==> src/rtl/regfile_wb_sched_if.sv <==
// Producer-to-register-file write-back bus: per-producer result requests in,
// registered write-port signals out.
interface regfile_wb_sched_if #(
  parameter int NREQ      = 3,
  parameter int REG_WIDTH = 64
);
  // Handshake: a transfer on producer i happens in a cycle where
  // req_valid[i] && req_ready[i]. A producer that is not yet ready must keep
  // valid, rd and data stable until it is accepted.
  logic [NREQ-1:0]                req_valid;
  logic [NREQ-1:0]                req_ready;
  logic [NREQ-1:0][4:0]           req_rd;
  logic [NREQ-1:0][REG_WIDTH-1:0] req_data;
  logic                           wb_reg_write;
  logic [4:0]                     wb_rd;
  logic [REG_WIDTH-1:0]           wb_data;

  modport master (
    output req_valid, req_rd, req_data,
    input  req_ready, wb_reg_write, wb_rd, wb_data
  );

  modport slave (
    input  req_valid, req_rd, req_data,
    output req_ready, wb_reg_write, wb_rd, wb_data
  );
endinterface

==> src/rtl/regfile_wb_sched.sv <==
// Round-robin write-back scheduler for the single register-file write port,
// with a pending-write scoreboard for RAW hazard checks.
module regfile_wb_sched #(
  parameter int NREQ      = 3,
  parameter int REG_WIDTH = 64
) (
  input  logic                clk,
  input  logic                rst_n,
  regfile_wb_sched_if.slave   bus,
  input  logic                issue_valid,
  input  logic [4:0]          issue_rd,
  output logic [31:0]         busy,
  input  logic                finish,
  output logic                idle
);
  localparam int PW = (NREQ > 1) ? $clog2(NREQ) : 1;

  logic [PW-1:0]        ptr_q, ptr_d;
  logic [NREQ-1:0]      elig;
  logic [NREQ-1:0]      x0_ok;
  logic                 grant_any;
  logic [PW-1:0]        win;
  logic [PW-1:0]        idx;
  logic [4:0]           win_rd;
  logic                 wb_we_q;
  logic [4:0]           wb_rd_q;
  logic [REG_WIDTH-1:0] wb_data_q;
  logic [31:0]          busy_q, busy_d;

  // Nothing is accepted during reset or while finish is held, since an
  // accepted result would be lost.
  always_comb begin
    for (int i = 0; i < NREQ; i++) begin
      elig[i]  = rst_n && !finish && bus.req_valid[i] && (bus.req_rd[i] != 5'd0);
      x0_ok[i] = rst_n && !finish && bus.req_valid[i] && (bus.req_rd[i] == 5'd0);
    end
  end

  always_comb begin
    grant_any = 1'b0;
    win       = '0;
    idx       = '0;
    for (int k = 0; k < NREQ; k++) begin
      if (int'(ptr_q) + k >= NREQ) idx = PW'(int'(ptr_q) + k - NREQ);
      else                         idx = PW'(int'(ptr_q) + k);
      if (!grant_any && elig[idx]) begin
        grant_any = 1'b1;
        win       = idx;
      end
    end
  end

  always_comb begin
    for (int i = 0; i < NREQ; i++) begin
      bus.req_ready[i] = x0_ok[i] || (grant_any && (win == PW'(i)));
    end
  end

  assign win_rd = bus.req_rd[win];

  always_comb begin
    ptr_d = ptr_q;
    if (grant_any) ptr_d = (win == PW'(NREQ - 1)) ? '0 : win + 1'b1;
  end

  // A new issue to the same rd wins over the clear: a newer producer is in flight.
  always_comb begin
    busy_d = busy_q;
    if (grant_any) busy_d[win_rd] = 1'b0;
    if (issue_valid && (issue_rd != 5'd0)) busy_d[issue_rd] = 1'b1;
    busy_d[0] = 1'b0;
  end

  always_ff @(posedge clk or negedge rst_n) begin
    if (!rst_n) begin
      ptr_q     <= '0;
      wb_we_q   <= 1'b0;
      wb_rd_q   <= 5'd0;
      wb_data_q <= '0;
      busy_q    <= 32'd0;
    end else begin
      ptr_q   <= ptr_d;
      wb_we_q <= grant_any;
      busy_q  <= busy_d;
      if (grant_any) begin
        wb_rd_q   <= win_rd;
        wb_data_q <= bus.req_data[win];
      end
    end
  end

  assign bus.wb_reg_write = wb_we_q;
  assign bus.wb_rd        = wb_rd_q;
  assign bus.wb_data      = wb_data_q;
  assign busy             = busy_q;
  assign idle             = (busy_q == 32'd0) && !wb_we_q;
endmodule

==> src/flat_wrapper.sv <==
// flat-port wrapper written by rule: the top's interface ports become plain ports
module regfile_wb_sched_flat 
#(
  parameter int NREQ      = 3,
  parameter int REG_WIDTH = 64
)
  (clk, rst_n, issue_valid, issue_rd, busy, finish, idle, bus_req_valid, bus_req_rd, bus_req_data, bus_req_ready, bus_wb_reg_write, bus_wb_rd, bus_wb_data);
  regfile_wb_sched_if #(.NREQ(NREQ), .REG_WIDTH(REG_WIDTH)) bus_i ();
  input  logic clk;
  input  logic rst_n;
  input  logic issue_valid;
  input  logic [4:0] issue_rd;
  output logic [31:0] busy;
  input  logic finish;
  output logic idle;
  input wire logic [$bits(bus_i.req_valid)-1:0] bus_req_valid;
  input wire logic [$bits(bus_i.req_rd)-1:0] bus_req_rd;
  input wire logic [$bits(bus_i.req_data)-1:0] bus_req_data;
  output wire logic [$bits(bus_i.req_ready)-1:0] bus_req_ready;
  output wire logic [$bits(bus_i.wb_reg_write)-1:0] bus_wb_reg_write;
  output wire logic [$bits(bus_i.wb_rd)-1:0] bus_wb_rd;
  output wire logic [$bits(bus_i.wb_data)-1:0] bus_wb_data;
  assign bus_i.req_valid = bus_req_valid;
  assign bus_i.req_rd = bus_req_rd;
  assign bus_i.req_data = bus_req_data;
  assign bus_req_ready = bus_i.req_ready;
  assign bus_wb_reg_write = bus_i.wb_reg_write;
  assign bus_wb_rd = bus_i.wb_rd;
  assign bus_wb_data = bus_i.wb_data;
  regfile_wb_sched #(.NREQ(NREQ), .REG_WIDTH(REG_WIDTH)) u_core (.clk(clk), .rst_n(rst_n), .bus(bus_i), .issue_valid(issue_valid), .issue_rd(issue_rd), .busy(busy), .finish(finish), .idle(idle));
endmodule
==> config.mk <==
export PLATFORM = sky130hd
export DESIGN_NAME = regfile_wb_sched_flat
export DESIGN_NICKNAME = d
export VERILOG_FILES = /design/src/rtl/regfile_wb_sched_if.sv /design/src/rtl/regfile_wb_sched.sv /design/src/flat_wrapper.sv
export SDC_FILE = /design/constraint.sdc
export NUM_CORES = 1
export LEC_CHECK = 0
export BUFFER_PORTS_ARGS = -buffer_cell sky130_fd_sc_hd__buf_4
export CORE_AREA = 3 3 127 129
export CTS_CLUSTER_SIZE = 25
export DETAILED_ROUTE_END_ITERATION = 8
export DIE_AREA = 0 0 130 132
export PLACE_DENSITY = 0.71
export SLEW_MARGIN = 5
export SYNTH_ARGS = -nofsm -noshare
export SYNTH_HDL_FRONTEND = slang
export SYNTH_SLANG_ARGS = --single-unit
export TNS_END_PERCENT = 30
==> constraint.sdc <==
create_clock -name clk -period 4.45 [get_ports clk]
set_input_delay 0.445 -clock clk [delete_from_list [all_inputs] [get_ports clk]]
set_output_delay 0.445 -clock clk [all_outputs]
set_load 0.03 [all_outputs]
# Word-level counts from Yosys, hierarchy flattened

Index checks and enable logic that the tools add are counted.
W data, S select, Z words.

$add $sub $neg: 6
Order comparisons: 11
Eq/ne operators: 2
Mux-type cells: 26
Bitwise gates (word level): 3
Reduce and logical (&&, ||, !) cells: 35

Operators with widths:

| cell                  | number |
|---|---|
| $bmux W64 S2          | 1 |
| $mux W32              | 2 |
| $mux W64              | 1 |
| $and A32 B32 Y32      | 1 |
| $logic_not A32 Y1     | 1 |
| $not A32 Y32          | 1 |
| $or A32 B32 Y32       | 1 |
| $reduce_bool A5 Y1    | 4 |
| $logic_and A1 B1 Y1   | 19 |
| $logic_not A5 Y1      | 3 |
| $mux W2               | 7 |
| $lt A2 B3 Y1 const B  | 4 |
| $lt A5 B6 Y1 const B  | 2 |
| $bmux W5 S2           | 1 |
| $demux W1 S5          | 2 |
| $ge A5 B1 Y1 const B  | 2 |
| $mux W1               | 8 |
| $bmux W1 S2           | 3 |
| $ge A3 B2 Y1 const B  | 2 |
| $mux W5               | 1 |
| $logic_not A1 Y1      | 4 |
| $sub A2 B1 Y2 const B | 2 |
| $add A2 B1 Y3 const B | 1 |
| $add A2 B2 Y3 const B | 1 |
| other kinds (7)       | 9 |

Register bits after elaboration: 103
Input bits: 219
Output and inout port bits: 106
Word-level logic and storage cells: 88

# Logic depth before layout (Yosys ltp)

Gate-level depths: netlist (run 1).

Depth in word-level cells: 24
Depth in mapped cells: 12
Depth with buffers taken out: 9

# Least setup slack after synthesis (run 1)

Ideal clock, no wire load.

Path kind: in2out
Start point: input port bus_req_rd[3]
End point: output port bus_req_ready[2]
Data arrival time: 2485 ps
Required time: 4005 ps
Path slack: 1520 ps
Stages: 7
Path buffers: 2
Cells stage by stage: or4_4 o21a_1 nand4b_2 a21oi_1 clkbuf_1 clkbuf_1 a21o_1

Cells in the longest elaborated chain, start to end: 14

Ends and longest elaborated chain:

| what                          | line                   | RTL |
|---|---|---|
| start: declaration            | flat_wrapper.sv:17     | `input wire logic [$bits(bus_i.req_rd)-1:0] bus_req_rd;` |
| $reduce_bool A5 Y1 *          | regfile_wb_sched.sv:34 | `elig[i] = rst_n && !finish && bus.req_valid[i] && (bus.req_rd[i] != 5'd0);` |
| $logic_and A1 B1 Y1 *         | regfile_wb_sched.sv:34 |  |
| $bmux W1 S2                   | regfile_wb_sched.sv:46 | `if (!grant_any && elig[idx]) begin` |
| $mux W1 (not written as such) | regfile_wb_sched.sv:46 |  |
| $mux W1                       | regfile_wb_sched.sv:46 |  |
| $logic_not A1 Y1              | regfile_wb_sched.sv:46 |  |
| $logic_and A1 B1 Y1           | regfile_wb_sched.sv:46 |  |
| $mux W1                       | regfile_wb_sched.sv:46 |  |
| $logic_not A1 Y1              | regfile_wb_sched.sv:46 |  |
| $logic_and A1 B1 Y1           | regfile_wb_sched.sv:46 |  |
| $mux W2                       | regfile_wb_sched.sv:46 |  |
| $eq A2 B2 Y1                  | regfile_wb_sched.sv:55 | `bus.req_ready[i] = x0_ok[i] \|\| (grant_any && (win == PW'(i)));` |
| $logic_and A1 B1 Y1 *         | regfile_wb_sched.sv:55 |  |
| $logic_or A1 B1 Y1 *          | regfile_wb_sched.sv:55 |  |
| end: declaration              | flat_wrapper.sv:19     | `output wire logic [$bits(bus_i.req_ready)-1:0] bus_req_ready;` |

Mark *: on every way between the ends. The rest lies on a longest branch, timed or not. The select of a mux whose other input is x is not followed.

# Final worst setup path (run 1)

Start point: input port rst_n
End point: output port bus_req_ready[2]

Cells in the longest elaborated chain, start to end: 15

Ends and longest elaborated chain:

| what                                          | line                                           | RTL |
|---|---|---|
| start: declaration                            | flat_wrapper.sv:10                             | `input logic rst_n;` |
| $logic_and A1 B1 Y1 *                         | regfile_wb_sched.sv:34, regfile_wb_sched.sv:35 |  |
| $logic_and A1 B1 Y1, on equally long branches | regfile_wb_sched.sv:34, regfile_wb_sched.sv:35 |  |
| $logic_and A1 B1 Y1                           | regfile_wb_sched.sv:34                         |  |
| $bmux W1 S2                                   | regfile_wb_sched.sv:46                         |  |
| $mux W1 (not written as such)                 | regfile_wb_sched.sv:46                         |  |
| $mux W1                                       | regfile_wb_sched.sv:46                         |  |
| $logic_not A1 Y1                              | regfile_wb_sched.sv:46                         |  |
| $logic_and A1 B1 Y1                           | regfile_wb_sched.sv:46                         |  |
| $mux W1                                       | regfile_wb_sched.sv:46                         |  |
| $logic_not A1 Y1                              | regfile_wb_sched.sv:46                         |  |
| $logic_and A1 B1 Y1                           | regfile_wb_sched.sv:46                         |  |
| $mux W2                                       | regfile_wb_sched.sv:46                         |  |
| $eq A2 B2 Y1                                  | regfile_wb_sched.sv:55                         |  |
| $logic_and A1 B1 Y1                           | regfile_wb_sched.sv:55                         |  |
| $logic_or A1 B1 Y1 *                          | regfile_wb_sched.sv:55                         |  |

Marks and branches as above.

==> flow_results.xml, run 1 <==
<?xml version="1.0" encoding="UTF-8"?>
<metrics>
  <group name="setup_path">
    <metric name="worstSetupStartpointType" unit="">primary input</metric>
    <metric name="worst-endpoint-arrival" unit="ps">3340</metric>
    <metric name="cp_class" unit="">in -&gt; out</metric>
    <metric name="cp.required" unit="ps">4010</metric>
    <metric name="reg2reg_slack" unit="ps">1210</metric>
    <metric name="critical_path.endpoint_type" unit="">output pin</metric>
    <metric name="critPathMaxFanout" unit="">65</metric>
  </group>
  <group name="sta">
    <metric name="fin_setup_tns" unit="ps">0</metric>
    <metric name="final_setup_violation_count" unit="">0</metric>
    <metric name="finalHoldViolCount" unit="">0</metric>
    <metric name="grt_setup_unrepaired" unit="">false</metric>
    <metric name="min_period" unit="ps">3784</metric>
    <metric name="worst_slew_pin_slew" unit="ps">941.2</metric>
    <metric name="clock-skew-final" unit="ps">9.580</metric>
    <metric name="slew_headroom" unit="%">37.25</metric>
    <metric name="fmax_achieved" unit="MHz">264.3</metric>
    <metric name="final_max_slew_viol_count" unit="">0</metric>
    <metric name="period_share" unit="%">85.03</metric>
    <metric name="holdWs" unit="ps">308.7</metric>
  </group>
  <group name="place">
    <metric name="detailed_place_hpwl" unit="µm">16910</metric>
    <metric name="finalWeightedCongestion" unit="">0.8704</metric>
    <metric name="port-buffer-count" unit="">323</metric>
  </group>
  <group name="floorplan">
    <metric name="fp-row-count" unit="">45</metric>
    <metric name="die-width" unit="µm">130</metric>
    <metric name="floorplan.io_pins" unit="">325</metric>
    <metric name="die_h" unit="µm">132</metric>
    <metric name="die_area" unit="mm²">0.01716</metric>
    <metric name="start_util" unit="%">37.32</metric>
    <metric name="core_area" unit="mm²">0.01515</metric>
  </group>
  <group name="yosys">
    <metric name="yosysSeqAreaShare" unit="%">45.61</metric>
    <metric name="yosys_warnings" unit="">0</metric>
    <metric name="synth.cell_area" unit="mm²">0.005652</metric>
    <metric name="number_of_enable_type_register_cells_in_the_synthesized_netlist" unit="">0</metric>
    <metric name="netlist_instances" unit="">610</metric>
    <metric name="dominant_cells_by_area_after_synthesis" unit="">sky130_fd_sc_hd__dfrtp_1 46%, sky130_fd_sc_hd__a222oi_1 8.5%, sky130_fd_sc_hd__nand3_1 7.3%, sky130_fd_sc_hd__nand2_1 7.1%, sky130_fd_sc_hd__o21ai_0 4.3%</metric>
    <metric name="yosys.cell_count.top_type" unit="">sky130_fd_sc_hd__nand2_1</metric>
    <metric name="synth.ff_latch_count" unit="">103</metric>
    <metric name="synth_top_area_share" unit="%">45.61</metric>
    <metric name="synthArstFlopShare" unit="%">100.0</metric>
    <metric name="yosys.cell_types.count" unit="">47</metric>
    <metric name="flip_flop_cell_with_the_highest_count_after_synthesis" unit="">sky130_fd_sc_hd__dfrtp_1</metric>
    <metric name="syn-mean-instance-area" unit="µm²">9.265</metric>
    <metric name="post_synth_most_frequent_cells" unit="">107 x sky130_fd_sc_hd__nand2_1, 103 x sky130_fd_sc_hd__dfrtp_1, 82 x sky130_fd_sc_hd__nand3_1</metric>
    <metric name="synth_largest_area_cell" unit="">sky130_fd_sc_hd__dfrtp_1</metric>
    <metric name="synthesis.nets" unit="">831</metric>
  </group>
  <group name="status">
    <metric name="failed_checks" unit="">design-rule violations</metric>
    <metric name="outcome" unit="">finished with violations</metric>
  </group>
  <group name="run">
    <metric name="max_cap_violations" unit="">0</metric>
  </group>
  <group name="clocking">
    <metric name="clockRootBuffer" unit="">sky130_fd_sc_hd__clkbuf_16</metric>
    <metric name="post_cts.repair.setup_buffers" unit="">0</metric>
    <metric name="clock_transition_at_the_registers_of_the_reported_paths" unit="ps">80</metric>
    <metric name="cts_inserted_buffers" unit="">9</metric>
    <metric name="clk_path_buf_depth" unit="">2</metric>
    <metric name="clkLatencyLatePin" unit="ps">350</metric>
    <metric name="sinks_on_the_clock_net" unit="">103</metric>
    <metric name="cts_max_level" unit="">3</metric>
    <metric name="clock_tree_from_tritoncts" unit="">built</metric>
  </group>
  <group name="worst_hold_path">
    <metric name="timing.hold.worst.class" unit="">in -&gt; reg</metric>
  </group>
  <group name="routing">
    <metric name="drt_iter0_markers" unit="">655</metric>
    <metric name="total_wire_length_after_detailed_routing" unit="µm">23190</metric>
    <metric name="drt.antenna.violating_nets" unit="">0</metric>
    <metric name="viasPerCell" unit="">5.793</metric>
    <metric name="drcViolationCount" unit="">12</metric>
    <metric name="drt_pass1_iterations" unit="">9</metric>
    <metric name="num_vias" unit="">6349</metric>
    <metric name="wl_per_cell" unit="µm">21.15</metric>
  </group>
  <group name="global_routing">
    <metric name="vias_in_the_first_global_route" unit="">6159</metric>
    <metric name="grt_max_degree" unit="">66</metric>
    <metric name="grt.total_usage" unit="%">25.94</metric>
    <metric name="grt_remaining_overflow" unit="">0</metric>
    <metric name="grt_pass1_wl" unit="µm">35090</metric>
    <metric name="antenna_found_initial" unit="">0</metric>
  </group>
  <group name="finish">
    <metric name="n_fill_cell" unit="">1391</metric>
    <metric name="flow.area_growth_from_synthesis" unit="%">51.67</metric>
    <metric name="antenna_cells" unit="">0</metric>
    <metric name="fin_nets" unit="">1124</metric>
    <metric name="drive_gt1_share" unit="%">41.85</metric>
  </group>
  <group name="power_and_ir_drop">
    <metric name="vdd_ir_drop_max" unit="mV">0.3156</metric>
    <metric name="cellPowerDensity" unit="mW/mm²">619.1</metric>
    <metric name="total_leakage_power" unit="nW">4.006</metric>
  </group>
</metrics>
==> path summary, 6_finish.rpt <==
| kind | start | to | depth (start not counted) |
|---|---|---|---|
| worst min register to register | u_core.bus.wb_rd[2] | u_core.bus.wb_rd[2] | 2 |
| worst max-delay path | rst_n | bus_req_ready[2] | 10 |
| worst max register to register | u_core.ptr_q[0] | u_core.busy[10] | 9 |
| worst min-delay path | bus_req_data[44] | u_core.bus.wb_data[44] | 3 |
| max in group asynchronous | rst_n | u_core.bus.wb_data[58] | 3 |
| min in group asynchronous | rst_n | u_core.bus.wb_rd[2] | 2 |
==> registers in the layout (all words and copies together), names as in the netlist <==
signal / count
u_core.bus.wb_data: 64
u_core.busy: 31
u_core.bus.wb_rd: 5
u_core.ptr_q: 2
u_core.bus.wb_reg_write: 1
==> stage by stage <==
step | cell area [µm²] | utilization [%] | std cells | power [mW] | setup WS [ps]
floorplan | 5652 | - | 610 | 3.247 | 1520
global placement | 8215 | 54.24 | 1079 | 4.354 | 998.1
detailed placement | 8215 | 54.24 | 1079 | 4.388 | 917.5
CTS | 8572 | 56.60 | 1096 | 5.332 | 616.5
global route | 8572 | 56.60 | 1096 | 5.621 | 403.5
finish | 8572 | 56.60 | 1096 | 5.307 | 665.9
==> placed cells by master (no fill, tap or decap), types with 13 or more instances in the layout <==
| master | instances |
|---|---|
| sky130_fd_sc_hd__buf_4 | 335 |
| sky130_fd_sc_hd__nand2_1 | 107 |
| sky130_fd_sc_hd__dfrtp_1 | 103 |
| sky130_fd_sc_hd__nand3_1 | 82 |
| sky130_fd_sc_hd__o21ai_0 | 49 |
| sky130_fd_sc_hd__a222oi_1 | 48 |
| sky130_fd_sc_hd__a21oi_1 | 20 |
| sky130_fd_sc_hd__o41ai_1 | 18 |
| sky130_fd_sc_hd__nor2_1 | 15 |
| sky130_fd_sc_hd__a22o_1 | 14 |
| sky130_fd_sc_hd__o41ai_2 | 13 |
==> routing by layer <==
layer,up-vias,part of all wire [%],global-route usage (%)
met4,0,1.9,7.390
met1,3060,41,34.73
met3,28,8.3,5.146
li1,2947,-,-
met5,-,0,0
met2,314,49,42.55
==> worst max-delay path, cell delays in order <==
cell,delay [ps]
sky130_fd_sc_hd__dlygate4sd3_1,540
sky130_fd_sc_hd__buf_4,180
sky130_fd_sc_hd__buf_4,290
sky130_fd_sc_hd__and3b_1,280
sky130_fd_sc_hd__o21a_1,130
sky130_fd_sc_hd__nand4b_2,330
sky130_fd_sc_hd__a21oi_4,240
sky130_fd_sc_hd__buf_4,590
sky130_fd_sc_hd__a21o_1,140
sky130_fd_sc_hd__buf_4,160
==> report_power, final <==
group	switching, mW	internal (mW)	total [mW]
combinational	1.86	1.02	2.88
sequential	0.208	1.29	1.49
clock	0.367	0.568	0.934
total	2.43	2.87	5.31
==> cell families after synthesis <==
family	after synthesis	synth area share [%]
buf+inv	66	5.048
fa+ha+maj	2	0.4427
other cells	1	0.06635
simple gates	244	19.99
compound gates	194	28.85
flops	103	45.61
==> area by class of cell <==
| cell class | count | area, µm² | share of cell area, % |
|---|---|---|---|
| Clock buffer | 11 | 242.7 | 2.832 |
| Clock inverter | 5 | 103.9 | 1.212 |
| Inverter | 11 | 41.29 | 0.4817 |
| Multi-Input combinational cell | 441 | 2826 | 32.97 |
| Sequential cell | 103 | 2577 | 30.07 |
| Tap cell | 188 | 235.2 | 2.744 |
| Timing Repair Buffer | 337 | 2545 | 29.69 |
==> what timing repair did <==
action	in CTS	in global routing
resized for setup	0	0
hold endpoints to repair	3	0
hold buffers	1	0
Note: power is estimated with default switching activity, not from simulation.
==> inputs of run 2 (changes only) <==
==> constraint.sdc (replaced) <==
create_clock -name clk -period 4.45 [get_ports clk]
set_input_delay 0.2225 -clock clk [delete_from_list [all_inputs] [get_ports clk]]
set_output_delay 0.2225 -clock clk [all_outputs]
set_load 0.03 [all_outputs]
==> flow_results.xml, run 2 (same netlist as run 1, synthesis figures left out) <==
<?xml version="1.0" encoding="UTF-8"?>
<metrics>
  <group name="global_routing">
    <metric name="groute.layer.met3.usage" unit="%">5.673</metric>
    <metric name="grtUsageMet2" unit="%">40.72</metric>
    <metric name="global_route_layer_with_the_greatest_usage" unit="">met2</metric>
    <metric name="grt_pass1_wl" unit="µm">34010</metric>
    <metric name="grt_remaining_overflow" unit="">0</metric>
    <metric name="vias_in_the_first_global_route" unit="">5983</metric>
    <metric name="grt.total_usage" unit="%">25.23</metric>
    <metric name="antenna_found_initial" unit="">0</metric>
    <metric name="grt_max_degree" unit="">70</metric>
    <metric name="grt.met1_usage" unit="%">33.92</metric>
  </group>
  <group name="clocking">
    <metric name="postCtsHoldBufs" unit="">0</metric>
    <metric name="ctsResizeCount" unit="">0</metric>
    <metric name="clock_transition_at_the_registers_of_the_reported_paths" unit="ps">70</metric>
    <metric name="cts_inserted_buffers" unit="">9</metric>
    <metric name="clkLatencyLatePin" unit="ps">360</metric>
    <metric name="sinks_on_the_clock_net" unit="">103</metric>
    <metric name="clk_path_buf_depth" unit="">2</metric>
    <metric name="post_cts.repair.setup_buffers" unit="">0</metric>
    <metric name="clockRootBuffer" unit="">sky130_fd_sc_hd__clkbuf_16</metric>
    <metric name="cts_max_level" unit="">3</metric>
    <metric name="clock_tree_from_tritoncts" unit="">built</metric>
  </group>
  <group name="worst_hold_path">
    <metric name="timing.hold.worst.class" unit="">in -&gt; async</metric>
  </group>
  <group name="sta">
    <metric name="grt_setup_unrepaired" unit="">false</metric>
    <metric name="slew_headroom" unit="%">23.90</metric>
    <metric name="final_setup_violation_count" unit="">0</metric>
    <metric name="final_max_slew_viol_count" unit="">0</metric>
    <metric name="fmax_achieved" unit="MHz">304.8</metric>
    <metric name="fin_setup_tns" unit="ps">0</metric>
    <metric name="finalHoldViolCount" unit="">0</metric>
    <metric name="clock-skew-final" unit="ps">11.89</metric>
    <metric name="min_period" unit="ps">3281</metric>
    <metric name="worst_slew_pin_slew" unit="ps">1142</metric>
    <metric name="period_share" unit="%">73.73</metric>
  </group>
  <group name="floorplan">
    <metric name="die_h" unit="µm">132</metric>
    <metric name="start_util" unit="%">37.32</metric>
    <metric name="die-width" unit="µm">130</metric>
    <metric name="core_area" unit="mm²">0.01515</metric>
    <metric name="fp-row-count" unit="">45</metric>
    <metric name="die_area" unit="mm²">0.01716</metric>
    <metric name="floorplan.io_pins" unit="">325</metric>
  </group>
  <group name="setup_path">
    <metric name="critical_path.endpoint_type" unit="">output pin</metric>
    <metric name="worstSetupStartpointType" unit="">flip-flop</metric>
    <metric name="cp.required" unit="ps">4230</metric>
    <metric name="worst-endpoint-arrival" unit="ps">3060</metric>
    <metric name="critPathMaxFanout" unit="">49</metric>
    <metric name="cp_class" unit="">reg -&gt; out</metric>
  </group>
  <group name="finish">
    <metric name="drive_gt1_share" unit="%">41.77</metric>
    <metric name="n_fill_cell" unit="">1408</metric>
    <metric name="final_common_cell" unit="">sky130_fd_sc_hd__buf_4</metric>
    <metric name="final_cell_mix" unit="">333 x sky130_fd_sc_hd__buf_4, 107 x sky130_fd_sc_hd__nand2_1, 103 x sky130_fd_sc_hd__dfrtp_1</metric>
    <metric name="finalCoreUtilization" unit="%">56.18</metric>
    <metric name="antenna_cells" unit="">0</metric>
    <metric name="fin_nets" unit="">1121</metric>
    <metric name="flow.area_growth_from_synthesis" unit="%">50.56</metric>
    <metric name="largest_register_ffs" unit="">64</metric>
  </group>
  <group name="routing">
    <metric name="total_wire_length_after_detailed_routing" unit="µm">22810</metric>
    <metric name="wl_per_cell" unit="µm">20.87</metric>
    <metric name="drcViolationCount" unit="">0</metric>
    <metric name="num_vias" unit="">6305</metric>
    <metric name="viasPerCell" unit="">5.769</metric>
    <metric name="drt.antenna.violating_nets" unit="">0</metric>
    <metric name="drt_iter0_markers" unit="">742</metric>
    <metric name="drt_pass1_iterations" unit="">6</metric>
  </group>
  <group name="power_and_ir_drop">
    <metric name="vdd_ir_drop_max" unit="mV">0.3724</metric>
    <metric name="cellPowerDensity" unit="mW/mm²">609.6</metric>
    <metric name="combinationalPowerShare" unit="%">54.8</metric>
    <metric name="finalPower" unit="mW">5.187</metric>
    <metric name="cellInternalPower" unit="mW">2.755</metric>
    <metric name="total_leakage_power" unit="nW">3.970</metric>
    <metric name="power.share.switching" unit="%">46.89</metric>
    <metric name="power.sequential.fraction" unit="%">28.8</metric>
    <metric name="clkPwrFrac" unit="%">16.3</metric>
    <metric name="switchingPower" unit="mW">2.432</metric>
  </group>
  <group name="place">
    <metric name="port-buffer-count" unit="">323</metric>
    <metric name="detailed_place_hpwl" unit="µm">16560</metric>
    <metric name="finalWeightedCongestion" unit="">0.8881</metric>
  </group>
  <group name="status">
    <metric name="outcome" unit="">finished clean</metric>
  </group>
  <group name="run">
    <metric name="max_cap_violations" unit="">0</metric>
  </group>
</metrics>
==> run 2: layout make-up <==
class                      instances  area, µm²  area share (%)
tap                              188      235.2           2.764
sequential                       103       2577           30.29
timing repair buffer             334       2520           29.61
inverter                          11      41.29          0.4852
multi-input combinational        441       2826           33.22
clock inverter                     5      66.31          0.7793
clock buffer                      11      242.7           2.853
==> run 2: critical path, cell delays in order, from the launching register on <==
cell and delay, ps:
sky130_fd_sc_hd__dfrtp_1 360, sky130_fd_sc_hd__inv_1 60, sky130_fd_sc_hd__ha_1 380, sky130_fd_sc_hd__or3_1 410, sky130_fd_sc_hd__and2_1 160, sky130_fd_sc_hd__o2111ai_2 170, sky130_fd_sc_hd__nor2_4 70, sky130_fd_sc_hd__nor2_4 440
sky130_fd_sc_hd__buf_12 310, sky130_fd_sc_hd__a22o_1 170, sky130_fd_sc_hd__buf_4 160
==> run 2: power groups by stage <==
stage / combinational, mW / sequential, mW / clock (mW)
finish: 2.84 / 1.50 / 0.847
global placement: 2.82 / 1.50 / 0
floorplan: 1.11 / 2.13 / 0
CTS: 2.85 / 1.49 / 0.858
global route: 3.06 / 1.54 / 0.896
detailed placement: 2.85 / 1.50 / 0
==> run 2: stage by stage <==
| stage | cell area, µm² | worst slack, ps | cells | hold slack, ps |
|---|---|---|---|---|
| after CTS | 8509 | 1136 | 1093 | 68.28 |
| after floorplan | 5652 | 1776 | 610 | -73.09 |
| after global routing | 8509 | 909.7 | 1093 | 77.60 |
| after detailed placement | 8200 | 1166 | 1077 | 446.0 |
| final | 8509 | 1169 | 1093 | 62.40 |
| after global placement | 8200 | 1213 | 1077 | 441.5 |
==> run 2: final timing paths <==
check,slack (ps),to,from,cells past startpoint
min in group clk,70,u_core.bus.wb_data[45],bus_req_data[45],3
max in group asynchronous,3250,u_core.busy[30],rst_n,3
hold reg to reg,480,u_core.bus.wb_data[9],u_core.bus.wb_data[9],2
setup / recovery,1170,bus_req_ready[0],u_core.ptr_q[0],10
hold / removal,60,u_core.bus.wb_data[41],rst_n,2
setup reg to reg,1170,u_core.busy[8],u_core.ptr_q[0],9
==> run 2: layer usage <==
layer | share of wire (%) | wire, µm
met1 | 41 | 9352
met4 | 1.9 | 443
met5 | 0 | 0
met3 | 9.4 | 2151
met2 | 48 | 10870
